`src/rtl/swc_pump_pkg.sv`:
```
// Shared constants and types for the packet-memory read/write pumps.
package swc_pump_pkg;

  localparam int PAGE_ADDR_BITS = 10;
  localparam int PAGE_SIZE      = 128;
  localparam int DATA_WIDTH     = 20;
  localparam int MULTIPLY       = 16;
  localparam int WIDE_PER_PAGE  = PAGE_SIZE / MULTIPLY;
  localparam int WIDE_WIDTH     = DATA_WIDTH * MULTIPLY;
  localparam int NIDX_BITS      = $clog2(MULTIPLY);
  localparam int WIDX_BITS      = $clog2(WIDE_PER_PAGE);
  // One extra bit so the wide index can sit at "page fully issued".
  localparam int WCNT_BITS      = WIDX_BITS + 1;

  typedef enum logic [1:0] {
    LL_IDLE = 2'd0,
    LL_REQ  = 2'd1,
    LL_HAVE = 2'd2
  } ll_state_e;

  typedef logic [MULTIPLY-1:0][DATA_WIDTH-1:0] wide_word_t;

endpackage

```
`src/rtl/swc_pump_unpacker.sv`:
```
// Double-buffered wide-to-narrow unpacker: active word A, holding word H.
module swc_pump_unpacker
  import swc_pump_pkg::*;
(
  input  logic                  clk_i,
  input  logic                  rst_i,
  input  logic                  clr_i,
  input  logic                  ld_i,
  input  logic                  ld_last_i,
  input  logic [WIDE_WIDTH-1:0] d_i,
  input  logic                  pop_i,
  output logic                  drdy_o,
  output logic [DATA_WIDTH-1:0] q_o,
  output logic                  pgend_o,
  output logic                  h_full_o
);

  wide_word_t           a_q, a_d, h_q, h_d;
  logic                 va_q, va_d, vh_q, vh_d;
  logic                 la_q, la_d, lh_q, lh_d;
  logic [NIDX_BITS-1:0] nidx_q, nidx_d;
  logic                 pop, last_pop;

  // Pop qualification: a pop of narrow word 15 frees the whole A slot.
  always_comb begin
    pop      = va_q & pop_i;
    last_pop = pop & (nidx_q == NIDX_BITS'(MULTIPLY - 1));
  end

  // Buffer update: shift H into A on a full pop, then place returning data in the first free slot.
  always_comb begin
    a_d    = a_q;
    h_d    = h_q;
    va_d   = va_q;
    vh_d   = vh_q;
    la_d   = la_q;
    lh_d   = lh_q;
    nidx_d = nidx_q;
    if (clr_i) begin
      va_d   = 1'b0;
      vh_d   = 1'b0;
      nidx_d = '0;
    end else begin
      if (pop) begin
        nidx_d = last_pop ? '0 : nidx_q + NIDX_BITS'(1);
      end
      if (last_pop) begin
        a_d  = h_q;
        va_d = vh_q;
        la_d = lh_q;
        vh_d = 1'b0;
      end
      if (ld_i) begin
        if (!va_d) begin
          a_d  = d_i;
          va_d = 1'b1;
          la_d = ld_last_i;
        end else begin
          h_d  = d_i;
          vh_d = 1'b1;
          lh_d = ld_last_i;
        end
      end
    end
  end

  // Buffer registers with synchronous reset.
  always_ff @(posedge clk_i) begin
    if (rst_i) begin
      a_q    <= '0;
      h_q    <= '0;
      va_q   <= 1'b0;
      vh_q   <= 1'b0;
      la_q   <= 1'b0;
      lh_q   <= 1'b0;
      nidx_q <= '0;
    end else begin
      a_q    <= a_d;
      h_q    <= h_d;
      va_q   <= va_d;
      vh_q   <= vh_d;
      la_q   <= la_d;
      lh_q   <= lh_d;
      nidx_q <= nidx_d;
    end
  end

  // Output side: narrow word select, first word in the LSBs.
  always_comb begin
    drdy_o   = va_q;
    q_o      = a_q[nidx_q];
    pgend_o  = last_pop & la_q;
    h_full_o = vh_q;
  end

endmodule

```
`src/rtl/swc_packet_mem_read_pump.sv`:
```
// Packet-memory read pump: slot-timed wide reads, linked-list page following, narrow output.
module swc_packet_mem_read_pump
  import swc_pump_pkg::*;
(
  input  logic                                clk_i,
  input  logic                                rst_i,
  input  logic [PAGE_ADDR_BITS-1:0]           pgaddr_i,
  input  logic                                pgreq_i,
  input  logic                                flush_i,
  output logic                                pgend_o,
  input  logic                                sync_i,
  output logic                                rd_o,
  output logic [PAGE_ADDR_BITS+WIDX_BITS-1:0] addr_o,
  input  logic [WIDE_WIDTH-1:0]               d_i,
  output logic [PAGE_ADDR_BITS-1:0]           ll_addr_o,
  output logic                                ll_rd_req_o,
  input  logic [PAGE_ADDR_BITS-1:0]           ll_data_i,
  input  logic                                ll_rd_done_i,
  output logic                                drdy_o,
  input  logic                                dreq_i,
  output logic [DATA_WIDTH-1:0]               q_o
);

  ll_state_e                 ll_state_q, ll_state_d;
  logic                      active_q, active_d;
  logic [PAGE_ADDR_BITS-1:0] cur_page_q, cur_page_d;
  logic [PAGE_ADDR_BITS-1:0] next_page_q, next_page_d;
  logic [WCNT_BITS-1:0]      wide_idx_q, wide_idx_d;
  logic                      inf_q, inf_d;
  logic                      inf_last_q, inf_last_d;
  logic                      h_full, page_ok, page_switch;

  // Read issue and page-switch decisions from current state.
  always_comb begin
    page_ok     = wide_idx_q < WCNT_BITS'(WIDE_PER_PAGE);
    page_switch = active_q & (wide_idx_q == WCNT_BITS'(WIDE_PER_PAGE)) & (ll_state_q == LL_HAVE);
    rd_o        = active_q & sync_i & ~h_full & ~inf_q & page_ok;
    addr_o      = {cur_page_q, wide_idx_q[WIDX_BITS-1:0]};
  end

  // Page, wide index and in-flight bookkeeping; start beats flush beats normal flow.
  always_comb begin
    active_d    = active_q;
    cur_page_d  = cur_page_q;
    next_page_d = next_page_q;
    wide_idx_d  = wide_idx_q;
    inf_d       = 1'b0;
    inf_last_d  = inf_last_q;
    if (pgreq_i) begin
      active_d   = 1'b1;
      cur_page_d = pgaddr_i;
      wide_idx_d = '0;
    end else if (flush_i) begin
      active_d = 1'b0;
    end else begin
      if (rd_o) begin
        inf_d      = 1'b1;
        inf_last_d = (wide_idx_q == WCNT_BITS'(WIDE_PER_PAGE - 1));
        wide_idx_d = wide_idx_q + WCNT_BITS'(1);
      end
      if (page_switch) begin
        cur_page_d = next_page_q;
        wide_idx_d = '0;
      end
      if ((ll_state_q == LL_REQ) && ll_rd_done_i) begin
        next_page_d = ll_data_i;
      end
    end
  end

  // Datapath registers with synchronous reset.
  always_ff @(posedge clk_i) begin
    if (rst_i) begin
      active_q    <= 1'b0;
      cur_page_q  <= '0;
      next_page_q <= '0;
      wide_idx_q  <= '0;
      inf_q       <= 1'b0;
      inf_last_q  <= 1'b0;
    end else begin
      active_q    <= active_d;
      cur_page_q  <= cur_page_d;
      next_page_q <= next_page_d;
      wide_idx_q  <= wide_idx_d;
      inf_q       <= inf_d;
      inf_last_q  <= inf_last_d;
    end
  end

  // Linked-list FSM state register.
  always_ff @(posedge clk_i) begin
    if (rst_i) begin
      ll_state_q <= LL_IDLE;
    end else begin
      ll_state_q <= ll_state_d;
    end
  end

  // Linked-list FSM next state: restart on start or page switch, park on flush.
  always_comb begin
    ll_state_d = ll_state_q;
    if (pgreq_i) begin
      ll_state_d = LL_REQ;
    end else if (flush_i) begin
      ll_state_d = LL_IDLE;
    end else begin
      case (ll_state_q)
        LL_REQ:  if (ll_rd_done_i) ll_state_d = LL_HAVE;
        LL_HAVE: if (page_switch) ll_state_d = LL_REQ;
        default: ll_state_d = ll_state_q;
      endcase
    end
  end

  // Linked-list FSM outputs: request the successor of the current page.
  always_comb begin
    ll_rd_req_o = (ll_state_q == LL_REQ);
    ll_addr_o   = ll_rd_req_o ? cur_page_q : '0;
  end

  swc_pump_unpacker u_unpacker (
    .clk_i     (clk_i),
    .rst_i     (rst_i),
    .clr_i     (pgreq_i | flush_i),
    .ld_i      (inf_q),
    .ld_last_i (inf_last_q),
    .d_i       (d_i),
    .pop_i     (dreq_i),
    .drdy_o    (drdy_o),
    .q_o       (q_o),
    .pgend_o   (pgend_o),
    .h_full_o  (h_full)
  );

endmodule

```
`config.mk`:
```
export PLATFORM = sky130hd
export DESIGN_NAME = swc_packet_mem_read_pump
export DESIGN_NICKNAME = d
export VERILOG_FILES = /design/src/rtl/swc_pump_pkg.sv /design/src/rtl/swc_pump_unpacker.sv /design/src/rtl/swc_packet_mem_read_pump.sv
export SDC_FILE = /design/constraint.sdc
export NUM_CORES = 2
export LEC_CHECK = 0
export ABC_AREA = 1
export CORE_UTILIZATION = 41
export DETAILED_ROUTE_END_ITERATION = 6
export DONT_BUFFER_PORTS = 1
export PLACE_DENSITY = 0.52
export SYNTH_ARGS = -nofsm -noshare
export SYNTH_HDL_FRONTEND = slang
export SYNTH_SLANG_ARGS = --single-unit
```
`constraint.sdc`:
```
create_clock -name clk_i -period 2.04 [get_ports clk_i]
set_input_delay 0.204 -clock clk_i [delete_from_list [all_inputs] [get_ports clk_i]]
set_output_delay 0.204 -clock clk_i [all_outputs]
set_load 0.01 [all_outputs]
```
==> results_dict.tcl <==
set metrics [dict create \
    hold-worst-slack_ns -0.323 \
    synth_enable_flop_cells 0 \
    dp.cells 6855 \
    power_density_mw_per_mm2 601 \
    instances_no_fill 7509 \
    cp-start-kind "flip-flop" \
    ant_nets 0 \
    place_area_mm2 0.0388 \
    drive_gt1_share_pct 12.9 \
    maxCapViolations 0 \
    cp.arrival_ns 2.38 \
    wl_um 164000 \
    place_congestion 0.852 \
    syn-mean-instance-area_um2 6.13 \
    ys_seq_area_share_pct 36.7 \
    wire_per_inst_um 21.9 \
    finalPower_mw 30.1 \
    synth_flop_cell "dfxtp_1" \
    core_mm2 0.0888 \
    synth_top_area_cell "dfxtp_1" \
    routed_via_density 5.45 \
    ctsRootBufferMaster "clkbuf_16" \
    synth_cell_types 24 \
    p_leak_nw 19.6 \
    final_hold_viol_count 177 \
    die_width_um 302 \
    antenna_found_initial 17 \
    insertion_delay_ns 0.67 \
    finalCritPeriodShare_pct 127 \
    irDropWorstVdd_mv 0.517 \
    fin_tns_setup_ns -133.95 \
    setup_viol_count_final 671 \
    numCtsBuffers 83 \
    n_fill_cell 8749 \
    max_freq_mhz 387 \
    status "finished, violations left" \
    area_growth_pct 35.6 \
    clkTransAtPathRegs_ns 0.07 \
    dr.first_iter.drc_count 3672 \
    worst_slack_ns -0.541 \
    nets 6615 \
    firstDrtPassIters 7 \
    worstMarginPinSlew_ns 1.18 \
    skew_ns 0.0203 \
    synth_common_cells "inv_1 (994), a21oi_1 (816), nand2_1 (756)" \
    rows 109 \
    die_y_um 302 \
    initial_core_util_pct 41.6 \
    layout_min_cycle_time_ns 2.58 \
    synth_top_area_share_pct 36.7 \
    worst-path-max-fanout 23 \
    slew_headroom_pct 20.8 \
    syn-cell-area_mm2 0.0369 \
    netlist_instances 6018 \
    grt_pass1_wl_um 224000 \
    yosys.cell_count.top_type "inv_1" \
    synth_seq_cells 677 \
    ioPinCount 394 \
    multi_input_area_mm2 0.0195 \
    hold_path.class "in2reg" \
    critPathKind "reg2out" \
    hpwl_um 88900 \
    crit_required_ns 1.84 \
    async_flop_share_pct 0 \
    drc 34 \
    portBuffers 0 \
    end_kind "primary output" \
    layout.area.seq_mm2 0.0136 \
    synth_nets 6370 \
    grt_max_degree 337 \
    postCtsHoldBufs 342 \
    num_vias 40955 \
    min_delay_path_depth 1 \
    pre_cts_ws_ns -0.257 \
    yosysWarnings 0 \
    die_area_mm2 0.0912 \
    grt_pass1_vias 35946 \
    synth.area.top_cells "dfxtp_1 (37%), a21oi_1 (11%), nand3_1 (10%)" \
    r2r_cells 11 \
    finalInstanceArea_mm2 0.0500 \
    h-tree-depth 3 \
    cts_tree "built" \
    rsz0062_at_grt "yes" \
    grt_usage_pct 31.5 \
    grt.overflow.total 0 \
    slew_violations 0 \
    violations "DRC, hold timing, setup timing" \
    clock_path_buffers 3 \
    cts_num_sinks 677 \
]
-- state kept, by name, indices dropped and copies added (netlist names) --
| signal | flops |
|---|---|
| u_unpacker.a_q | 320 |
| u_unpacker.h_q | 320 |
| cur_page_q | 10 |
| next_page_q | 10 |
| u_unpacker.nidx_q | 4 |
| wide_idx_q | 4 |
| ll_state_q | 2 |
| active_q | 1 |
| inf_last_q | 1 |
| inf_q | 1 |
| u_unpacker.drdy_o | 1 |
| u_unpacker.h_full_o | 1 |
| u_unpacker.la_q | 1 |
| u_unpacker.lh_q | 1 |
-- worst max-delay path, stage by stage, from the launching register on --
cell,delay (ns)
dfxtp_4,0.53
inv_12,0.11
buf_16,0.19
o21ai_1,0.37
nand2_1,0.20
nand2_1,0.15
nand3_4,0.12
-- logic make-up (layout without fill, tap and decap cells) --
group / after synthesis / after routing / synth area share [%]
compound gates: 1326 / 1326 / 18.0
other cells: 0 / 16 / 0
flops: 677 / 677 / 36.7
simple gates: 2507 / 2507 / 29.2
mux: 2 / 2 / 0.0543
buf+inv: 1501 / 1811 / 15.8
fa+ha+maj: 5 / 5 / 0.170
-- repair_timing --
action                                  4_1_cts  5_1_grt
hold endpoints to repair                    675      333
gates cloned                                 19       77
endpoints found under the setup margin       60      670
gates resized for setup                     239      465
pin swaps                                    21      111
buffers inserted                             18       34
-- worst paths after layout --
check	end	slack (ns)	start
max	q_o[14]	-0.54	u_unpacker.nidx_q[0]
min	cur_page_q[7]	-0.32	rst_i
max reg2reg	u_unpacker.a_q[77]	-0.28	u_unpacker.nidx_q[0]
min reg2reg	u_unpacker.h_q[147]	0.45	u_unpacker.h_q[147]
-- final cells by class --
cell class	instances	share of cell area (%)
antenna	16	0.0801
clock buffer	137	5.19
clock inverter	13	0.138
inverter	1002	7.60
multi-input combinational	3840	38.9
sequential	677	27.1
tap	1165	2.91
timing repair buffer	658	18.0
timing repair inverter	1	0.0175
-- routing by layer --
| layer | vias to the layer above | part of all wire (%) | global-route usage [%] |
|---|---|---|---|
| met5 | - | 0.042 | 0 |
| met1 | 19367 | 43 | 42.1 |
| met4 | 12 | 3.1 | 9.16 |
| li1 | 19731 | - | - |
| met2 | 1575 | 47 | 51.5 |
| met3 | 270 | 7.6 | 5.71 |
-- metrics by stage --
step / util [%] / hold slack [ns]
finish: 56.3 / -0.323
global route: 56.3 / -0.362
CTS: 52.3 / -0.381
detailed placement: 43.7 / 0.303
global placement: 43.7 / 0.310
floorplan: - / 0.371
-- power by group --
group | switching (mW) | internal (mW)
Clock | 6.19 | 8.64
Combinational | 1.10 | 0.805
Sequential | 0.0491 | 13.3
Total | 7.34 | 22.7
-- cells in the final DEF, fill, tap and decap left out, types with 31 or more instances in the layout --
| cell type | n |
|---|---|
| inv_1 | 992 |
| nand2_1 | 731 |
| dfxtp_1 | 674 |
| nand3_1 | 670 |
| nor2_1 | 660 |
| a21oi_1 | 636 |
| o21ai_0 | 361 |
| dlygate4sd3_1 | 342 |
| nor3_1 | 311 |
| a21oi_2 | 177 |
| clkbuf_16 | 144 |
| buf_12 | 109 |
| buf_4 | 83 |
| o21ai_1 | 78 |
| nand3_2 | 47 |
| o21ai_2 | 46 |
| buf_16 | 34 |
| nand3_4 | 31 |
Power figures use the tool's default switching activity.
